===== config.mk =====
export PLATFORM = sky130hd
export DESIGN_NAME = ni_packetizer_dsb
export DESIGN_NICKNAME = d
export VERILOG_FILES = /design/src/rtl/ni_packetizer_dsb.sv
export SDC_FILE = /design/constraint.sdc
export NUM_CORES = 1
export LEC_CHECK = 0
export CAP_MARGIN = 40
export CORE_UTILIZATION = 35
export CTS_BUF_LIST = sky130_fd_sc_hd__clkbuf_4
export DETAILED_ROUTE_END_ITERATION = 8
export GPL_ROUTABILITY_DRIVEN = 0
export PLACE_DENSITY = 0.89
export SLEW_MARGIN = 40
export SYNTH_ARGS = -nofsm -noshare
export SYNTH_HDL_FRONTEND = slang
export SYNTH_SLANG_ARGS = --single-unit

===== constraint.sdc =====
create_clock -name clk -period 3 [get_ports clk]
set_input_delay 0.3 -clock clk [delete_from_list [all_inputs] [get_ports clk]]
set_output_delay 0.3 -clock clk [all_outputs]
set_load 0.02 [all_outputs]

===== src/rtl/ni_packetizer_dsb.sv =====
// rtl/ni_packetizer_dsb.sv - DSB local-port injector: descriptor + payload stream to HEAD/BODY/TAIL flits.
// Optional NI_SEQ_NUM_EN adds an 8-bit per-node packet sequence number in head flit [47:40].

`ifndef FLIT_LENGTH
`define FLIT_LENGTH 66
`endif
`ifndef NoC_SIZE
`define NoC_SIZE 4
`endif
`ifndef HEAD
`define HEAD 2'b10
`endif
`ifndef BODY
`define BODY 2'b00
`endif
`ifndef TAIL
`define TAIL 2'b01
`endif

module ni_packetizer_dsb #(
    parameter int MAX_LEN = 15
) (
    input  logic                    clk,
    input  logic                    rst_n,
    input  logic [5:0]              local_addr,
    input  logic                    pkt_valid,
    output logic                    pkt_ready,
    input  logic [2:0]              pkt_dest_x,
    input  logic [2:0]              pkt_dest_y,
    input  logic [3:0]              pkt_len,
    input  logic                    pld_valid,
    output logic                    pld_ready,
    input  logic [63:0]             pld_data,
    input  logic                    out_full,
    output logic                    out_valid,
    output logic [`FLIT_LENGTH-1:0] out_flit,
    output logic                    err_dest
);

    localparam int         FL   = `FLIT_LENGTH;
    localparam logic [3:0] NOC4 = 4'(`NoC_SIZE);
    localparam logic [5:0] NOC6 = 6'(`NoC_SIZE);
    localparam logic [3:0] LMAX = 4'(MAX_LEN);

    typedef enum logic [2:0] {S_IDLE, S_HEAD, S_BODY, S_PAD, S_DRAIN} state_t;

    state_t      state_q, state_d;
    logic [5:0]  dest_id_q, dest_id_d;
    logic [5:0]  src_id_q, src_id_d;
    logic [3:0]  len_q, len_d;
    logic [3:0]  rem_q, rem_d;
    logic        err_q, err_d;
    logic [7:0]  seq_field;

    logic        dest_bad;
    logic [3:0]  len_in;

`ifdef NI_SEQ_NUM_EN
    logic [7:0]  seq_q, seq_d;
`endif

    always_ff @(posedge clk) begin
        if (!rst_n) begin
            state_q   <= S_IDLE;
            dest_id_q <= '0;
            src_id_q  <= '0;
            len_q     <= '0;
            rem_q     <= '0;
            err_q     <= 1'b0;
`ifdef NI_SEQ_NUM_EN
            seq_q     <= '0;
`endif
        end else begin
            state_q   <= state_d;
            dest_id_q <= dest_id_d;
            src_id_q  <= src_id_d;
            len_q     <= len_d;
            rem_q     <= rem_d;
            err_q     <= err_d;
`ifdef NI_SEQ_NUM_EN
            seq_q     <= seq_d;
`endif
        end
    end

    assign dest_bad = ({1'b0, pkt_dest_x} >= NOC4) || ({1'b0, pkt_dest_y} >= NOC4);
    assign len_in   = (pkt_len > LMAX) ? LMAX : pkt_len;

    always_comb begin
        state_d   = state_q;
        dest_id_d = dest_id_q;
        src_id_d  = src_id_q;
        len_d     = len_q;
        rem_d     = rem_q;
        err_d     = 1'b0;
`ifdef NI_SEQ_NUM_EN
        seq_d     = seq_q;
`endif
        case (state_q)
            S_IDLE: begin
                if (pkt_valid && pkt_ready) begin
                    dest_id_d = {3'b0, pkt_dest_y} * NOC6 + {3'b0, pkt_dest_x};
                    src_id_d  = {3'b0, local_addr[2:0]} * NOC6 + {3'b0, local_addr[5:3]};
                    len_d     = len_in;
                    rem_d     = len_in;
                    if (dest_bad) begin
                        // Dropped packets still have their payload swallowed so upstream stays aligned.
                        err_d   = 1'b1;
                        state_d = (len_in != 4'd0) ? S_DRAIN : S_IDLE;
                    end else begin
                        state_d = S_HEAD;
                    end
                end
            end
            S_HEAD: begin
                if (!out_full) begin
                    state_d = (len_q != 4'd0) ? S_BODY : S_PAD;
`ifdef NI_SEQ_NUM_EN
                    seq_d   = seq_q + 8'd1;
`endif
                end
            end
            S_BODY: begin
                if (pld_valid && !out_full) begin
                    rem_d = rem_q - 4'd1;
                    if (rem_q == 4'd1) state_d = S_IDLE;
                end
            end
            S_PAD: begin
                if (!out_full) state_d = S_IDLE;
            end
            S_DRAIN: begin
                if (pld_valid) begin
                    rem_d = rem_q - 4'd1;
                    if (rem_q == 4'd1) state_d = S_IDLE;
                end
            end
            default: state_d = S_IDLE;
        endcase
    end

`ifdef NI_SEQ_NUM_EN
    assign seq_field = seq_q;
`else
    assign seq_field = 8'h00;
`endif

    always_comb begin
        // rst_n gating keeps the descriptor port closed while reset is held.
        pkt_ready = 1'b0;
        pld_ready = 1'b0;
        out_valid = 1'b0;
        out_flit  = '0;
        case (state_q)
            S_IDLE: begin
                pkt_ready = rst_n;
            end
            S_HEAD: begin
                out_valid           = 1'b1;
                out_flit[FL-1:FL-2] = `HEAD;
                out_flit[63:0]      = {dest_id_q, src_id_q, len_q, seq_field, 40'b0};
            end
            S_BODY: begin
                out_valid           = pld_valid;
                pld_ready           = !out_full;
                out_flit[FL-1:FL-2] = (rem_q == 4'd1) ? `TAIL : `BODY;
                out_flit[63:0]      = pld_data;
            end
            S_PAD: begin
                out_valid           = 1'b1;
                out_flit[FL-1:FL-2] = `TAIL;
            end
            S_DRAIN: begin
                pld_ready = 1'b1;
            end
            default: begin
                out_valid = 1'b0;
            end
        endcase
    end

    assign err_dest = err_q;

endmodule


==> results of run 1 <==
path summary, 6_finish.rpt:
check,start,slack (ps),depth (start not counted),end
worst max-delay path,state_q[1],440,4,out_flit[56]
worst min-delay path,src_id_q[1],480,2,src_id_q[1]
worst max register to register,state_q[0],1010,5,rem_q[3]
worst min register to register,src_id_q[1],480,2,src_id_q[1]
per-layer routing:
| layer | up-vias | global-route usage, % | wire length [µm] |
|---|---|---|---|
| met5 | - | 0 | 0 |
| met1 | 929 | 31.4 | 2860 |
| li1 | 1056 | - | - |
| met3 | 6 | 7.60 | 637 |
| met4 | 0 | 5.88 | 53 |
| met2 | 105 | 38.6 | 3100 |
logic make-up (layout without fill, tap and decap cells):
family | count (synthesis) | count (layout)
AO/OA/AOI/OAI | 38 | 38
XOR/XNOR | 2 | 2
adder cells (fa/ha/maj) | 6 | 6
buffers and inverters | 23 | 168
flip-flops | 24 | 24
multiplexers | 4 | 4
AND/OR/NAND/NOR | 125 | 125
flip-flops by register name, summed over array words and instances (netlist names):
signal and flops:
dest_id_q 6, err_dest 1, rem_q 4, len_q 4
src_id_q 6, state_q 3
synth_stat cells, types with 2 or more instances:
library cell | count | area (µm²)
o32ai_1 | 2 | 17.5
clkbuf_1 | 6 | 22.5
xnor2_1 | 2 | 17.5
a22oi_1 | 2 | 15.0
nor2_1 | 7 | 26.3
buf_6 | 2 | 22.5
buf_2 | 5 | 25.0
and2_1 | 48 | 300
buf_1 | 2 | 7.51
inv_1 | 6 | 22.5
a22o_1 | 16 | 140
ha_1 | 6 | 75.1
mux2i_1 | 4 | 40.0
dfxtp_1 | 24 | 480
nand2_1 | 32 | 120
nor2_2 | 2 | 12.5
o21ai_0 | 4 | 20.0
a21oi_1 | 4 | 20.0
buf_4 | 2 | 15.0
nand3_1 | 20 | 100
nand2b_4 | 2 | 27.5
worst register-to-register path, delay by kind of cell (launching register included):
family	cells	cell delay, ps
flip-flops	1	330
buffers and inverters	1	190
AO/OA/AOI/OAI	2	450
AND/OR/NAND/NOR	2	900
power breakdown:
| group | switching [mW] | internal (mW) |
|---|---|---|
| registers | 0.0461 | 0.364 |
| logic | 0.210 | 0.250 |
| clock network | 0.102 | 0.135 |
| total | 0.359 | 0.749 |
cell type report:
type                    count  area [µm²]
repair buffers            158        1580
fillers                   388        1380
multi-input cells         175        1150
flip-flops and latches     24         480
well taps                  67        83.8
clock inverters             1        30.0
clock buffers               3        22.5
inverters                   6        22.5
cell usage in the layout, fill, tap and decap left out, types with 2 or more instances in the layout:
master and count:
o32ai_1 2, clkbuf_4 3, inv_1 6, a22o_1 16
nand3_1 20, a22oi_1 2, buf_4 3, a21oi_1 4
dfxtp_1 24, o21ai_0 4, nor2_1 7, xnor2_1 2
and2_1 48, ha_1 6, nand2_1 32, nand2b_4 2
mux2i_1 4, clkdlybuf4s50_1 154
through the flow:
| stage | total power [mW] | std cells | area (µm²) | worst slack (ps) | hold WS, ps |
|---|---|---|---|---|---|
| floorplan | 0.660 | 222 | 1750 | 1380 | 399 |
| global placement | 0.864 | 430 | 3330 | 795 | 455 |
| detailed placement | 0.873 | 430 | 3330 | 783 | 457 |
| CTS | 1.11 | 434 | 3380 | 424 | 478 |
| global route | 1.17 | 434 | 3380 | 310 | 498 |
| finish | 1.11 | 434 | 3380 | 440 | 480 |
==> flow_summary_export.csv, run 1 <==
group,metric,value,unit
logic_synthesis,synth_top_family_by_area,"simple AND/OR/NAND/NOR gates",
sta,finalSetupTns,0,ps
finish,n_antenna_cell,0,
worst_setup_path,crit_chain,"nor3b_2 -> buf_4 -> a22o_1 -> clkdlybuf4s50_1",
logic_synthesis,synth_edf_count,0,
sta,min_period_over_period,85.3,%
worst_setup_path,critPathArrivalTime,2260,ps
worst_setup_path,cpMaxStageDelayCell,"clkdlybuf4s50_1",
worst_setup_path,cp.buffers_inverters,2,
sta,clock.fmax,0.391,GHz
logic_synthesis,synthSimpleGateAreaFrac,41.3,%
logic_synthesis,synthArstFlopShare,0,%
sta,hold_viol,0,
placed_design,io_buffers,154,
worst_setup_path,critPathTopFamily,"buffers and inverters",
worst_setup_path,critical_path.endpoint_type,"primary output",
clock_tree,clk_pin_slew,140,ps
drt,vias,2096,
clock_tree,htreeDepth,1,
worst_hold_path,hp-class,"flop to flop",
clock_tree,cts_setup_buffers,0,
clock_tree,clock_sinks,24,
logic_synthesis,ys_seq_elements,24,
clock_tree,cts_tree,"yes",
sta,period_minus_slack,2560,ps
logic_synthesis,syn_avg_cell_area,7.86,µm²
worst_setup_path,path_class,"flop to primary output",
clock_tree,cts_hold_buf,0,
logic_synthesis,ys.flop_type,"dfxtp_1",
die,die_area,0.00527,mm²
die,core_area,0.00475,mm²
global_route,grt_max_degree,65,
sta,skew,5.79,ps
logic_synthesis,synth_fp_nets,313,
logic_synthesis,synthCells,222,
finish,final_util,71.1,%
logic_synthesis,synth_fa_ha_area_share,4.30,%
drt,drt-total-wl,6640,µm
drt,dr.pass1.iters,7,
global_route,grtUsageTotal,24.1,%
clock_tree,cts_buffer_depth,2,
die,initial_utilization,36.7,%
logic_synthesis,yosys.area_share.xor_xnor,1.00,%
worst_setup_path,path_max_fanout,13,
worst_setup_path,start_kind,"flop",
sta,relSlewSlack,48.4,%
global_route,grt_pass1_wl,9810,µm
die,io_pins,155,
power_and_ir_drop,power.density,328,mW/mm²
logic_synthesis,synthMuxAreaShare,2.29,%
logic_synthesis,ys_warn_count,0,
logic_synthesis,yosysSeqAreaShare,27.5,%
drt,avgViaCountPerCell,4.83,
power_and_ir_drop,vdd_ir_drop_max,182,µV
finish,final_layout_size_suffix_gt1_share,5.18,%
clock_tree,clockRootBuffer,"clkbuf_4",
die,num_rows,25,
sta,rsz0062_at_grt,"no",
drt,ant_nets,0,
die,die_w,72.6,µm
drt,dr.first_iter.drc_count,200,
worst_setup_path,cp.required,2700,ps
sta,setup_viol,0,
drt,remaining_drc_errors,0,
clock_tree,insertion_delay,320,ps
global_route,overflow,0,
global_route,first_global_vias,1983,
global_route,antenna_found_initial,0,
clock_tree,cts_made_buffers,3,
logic_synthesis,synth_compound_area_share,17.0,%
logic_synthesis,yosysUniqueCellTypes,45,
flow_run,drv_cap,0,
clock_tree,cts_resized,0,
drt,wl_per_cell,15.3,µm
worst_setup_path,cp_slowest_stage_delay,620,ps
power_and_ir_drop,leakage,1.32,nW
die,dieHeight,72.6,µm
logic_synthesis,syn_area,0.00175,mm²
finish,fin_nets,459,
outcome,status,"finished, final reports clean",
placed_design,dp_hpwl,5230,µm
finish,synthToLayoutAreaGrowth,93.5,%
sta,worst_slew_pin_slew,772,ps
sta,finalMaxSlewViolations,0,
(Power assumes the default switching activity.)
==> inputs of run 2 (changes only) <==
- ABC_AREA: not set -> 1
- PLACE_DENSITY: 0.89 -> 0.88
==> run 2 against run 1 <==
Compared with the run above: sequential power is 9.8% higher; synthesized area is 2.5% higher; hold slack worse by 22 ps; register-to-register slack better by 80 ps; setup slack worse by 110 ps; wire length is 4.8% lower; flip-flop and latch count stayed put; clock skew is 1.1 ps higher; via count is 11% higher; synthesized cell count is 40% higher; sequential share of layout area is 0.21 points lower; combinational power grew to 2.7 times the previous value; highest routed layer unchanged.
==> flow_summary_export.csv, run 2 <==
group,metric,value,unit
global_route,grtUsageTotal,22.4,%
logic_synthesis,syn_avg_cell_area,5.75,µm²
logic_synthesis,synthCells,311,
power_and_ir_drop,swShare,44.4,%
clock_tree,cts_buffer_depth,2,
finish,final_util,71.2,%
sta,skew,6.92,ps
finish,n_antenna_cell,0,
drt,drt-total-wl,6330,µm
worst_setup_path,path_max_fanout,17,
sta,setup_viol,0,
logic_synthesis,synth_top_area_share,26.9,%
die,dieHeight,73.5,µm
power_and_ir_drop,intPower,1.09,mW
global_route,first_global_vias,2138,
sta,layout_setup_ws,333,ps
worst_hold_path,hp-class,"flop to flop",
sta,finalSetupTns,0,ps
clock_tree,htreeDepth,1,
outcome,status,"finished, final reports clean",
worst_setup_path,cp_slowest_stage_delay,660,ps
logic_synthesis,yosys.area.top_type,"dfxtp_1",
logic_synthesis,ys_top_cells_by_area,"dfxtp_1, inv_1, nor2_1",
die,io_pins,155,
worst_setup_path,path_class,"flop to primary output",
drt,remaining_drc_errors,0,
clock_tree,cts_setup_buffers,0,
logic_synthesis,ys_seq_elements,24,
placed_design,pre_cts_slack,745,ps
clock_tree,clock_sinks,24,
clock_tree,cts_tree,"yes",
global_route,overflow,0,
logic_synthesis,syn_area,0.00179,mm²
logic_synthesis,ys_warn_count,0,
finish,final_cell_mix,"clkdlybuf4s50_1, inv_1, nor2_1",
sta,rsz0062_at_grt,"no",
clock_tree,insertion_delay,330,ps
drt,avgViaCountPerCell,4.43,
worst_setup_path,crit_start,"state_q[1]",
worst_setup_path,crit_chain,"nand2_1 -> nor2_2 -> nand2_1 -> o21ai_0 -> clkdlybuf4s50_1",
power_and_ir_drop,vdd_ir_drop_max,368,µV
flow_run,drv_cap,0,
worst_setup_path,cpMostUsedCell,"nand2_1",
die,core_area,0.00482,mm²
finish,largestRegisters,"dest_id_q: 6 flops, src_id_q: 6 flops",
sta,hold_viol,0,
placed_design,io_buffers,154,
die,die_area,0.00540,mm²
worst_setup_path,reg2reg_depth,7,
drt,vias,2324,
global_route,grt_pass1_wl,9600,µm
worst_setup_path,start_kind,"flop",
power_and_ir_drop,power.share.clock,12.3,%
logic_synthesis,synth_edf_count,0,
global_route,grt_max_degree,35,
sta,min_period_over_period,88.9,%
drt,wl_per_cell,12.0,µm
placed_design,dp_hpwl,5130,µm
power_and_ir_drop,seqPwrFrac,23.0,%
power_and_ir_drop,combPwrFrac,64.7,%
finish,final_common_cell,"clkdlybuf4s50_1",
drt,dr.first_iter.drc_count,79,
die,initial_utilization,37.1,%
logic_synthesis,synth_most_common_cell,"inv_1",
logic_synthesis,yosysUniqueCellTypes,23,
sta,worst_slew_pin_slew,676,ps
finish,synthToLayoutAreaGrowth,91.7,%
worst_setup_path,critical_path.endpoint_type,"primary output",
drt,dr.pass1.iters,5,
worst_setup_path,critPathArrivalTime,2370,ps
clock_tree,cts_made_buffers,3,
sta,holdWs,458,ps
die,die_w,73.5,µm
sta,finalMaxSlewViolations,0,
worst_setup_path,cpMaxStageDelayCell,"clkdlybuf4s50_1",
finish,fin_nets,550,
logic_synthesis,synth.top_cells.by_count,"inv_1, nor2_1, nand2_1",
clock_tree,cts_hold_buf,0,
logic_synthesis,synthArstFlopShare,0,%
worst_setup_path,rr_startpoint,"state_q[1]",
die,num_rows,25,
worst_setup_path,cp.required,2700,ps
power_and_ir_drop,power,1.95,mW
power_and_ir_drop,leakage,1.56,nW
logic_synthesis,synth_fp_nets,402,
sta,relSlewSlack,54.9,%
finish,fillers,419,
power_and_ir_drop,p_sw,0.867,mW
logic_synthesis,ys.flop_type,"dfxtp_1",
sta,period_minus_slack,2670,ps
worst_hold_path,min_from,"dest_id_q[0]",
clock_tree,clockRootBuffer,"clkbuf_4",
clock_tree,clk_pin_slew,140,ps
finish,final_layout_size_suffix_gt1_share,3.49,%
clock_tree,cts_resized,0,
worst_hold_path,hold_depth,2,
drt,ant_nets,0,
global_route,antenna_found_initial,0,
power_and_ir_drop,power.density,570,mW/mm²
sta,clock.fmax,0.375,GHz
logic_synthesis,yosysSeqAreaShare,26.9,%
## run 2: changes by cell type after synthesis, sizes merged, moves of 7 or more
cell | previous run | this run
a21oi | 5 | 16
o21ai | 5 | 35
a22o | 16 | 0
inv | 6 | 78
nand2 | 32 | 39
and2 | 49 | 0
nand3 | 20 | 11
nor2 | 9 | 76
## run 2: path summary, 6_finish.rpt
kind              slack, ps            to
setup reg to reg       1090      rem_q[0]
hold reg to reg         460  dest_id_q[0]
hold / removal          460  dest_id_q[0]
setup / recovery        330  out_flit[63]
## run 2: power groups by stage
stage	clock, mW	sequential, mW	combinational [mW]
4_1_cts	0.243	0.450	1.27
3_3_place_gp	0	0.452	1.23
2_1_floorplan	0	0.450	0.738
3_5_place_dp	0	0.457	1.26
6_report	0.240	0.450	1.26
5_1_grt	0.258	0.462	1.39
## run 2: area by class of cell
type                       count  area, µm²  share of cell area (%)
timing repair buffer         156       1570                    45.7
multi-input combinational    196        951                    27.7
sequential                    24        480                    14.0
inverter                      78        293                    8.54
tap                           67       83.8                    2.44
clock inverter                 1       30.0                   0.876
clock buffer                   3       22.5                   0.657
## run 2: cell families after synthesis
family          share of synthesized area (%)
compound gates                           15.8
xor+xnor                                 1.96
fa+ha+maj                                4.20
buf+inv                                  20.0
flops                                    26.9
simple gates                             31.2
## run 2: routing by layer
metal	part of all wire, %	GRT usage (%)	vias up
met2	53	42.5	77
met5	0	0	-
met3	5.5	3.70	13
met4	2.2	7.91	0
li1	-	-	1225
met1	39	25.0	1009
## run 2: stage by stage
stage	std cells	cell area, µm²
2_1_floorplan	311	1790
3_3_place_gp	521	3380
6_report	525	3430
3_5_place_dp	521	3380
5_1_grt	525	3430
4_1_cts	525	3430
## run 2: critical path, delay by kind of cell (launching register included)
| family | cells | cell delay (ps) |
|---|---|---|
| AO/OA/AOI/OAI | 1 | 120 |
| flip-flops | 1 | 470 |
| buffers and inverters | 1 | 660 |
| AND/OR/NAND/NOR | 3 | 790 |
==> inputs of run 3 (changes only) <==
- CTS_CLUSTER_SIZE: not set -> 30
==> results of run 3 <==
The final DEF is identical to that of run 2; final timing and power are the same.
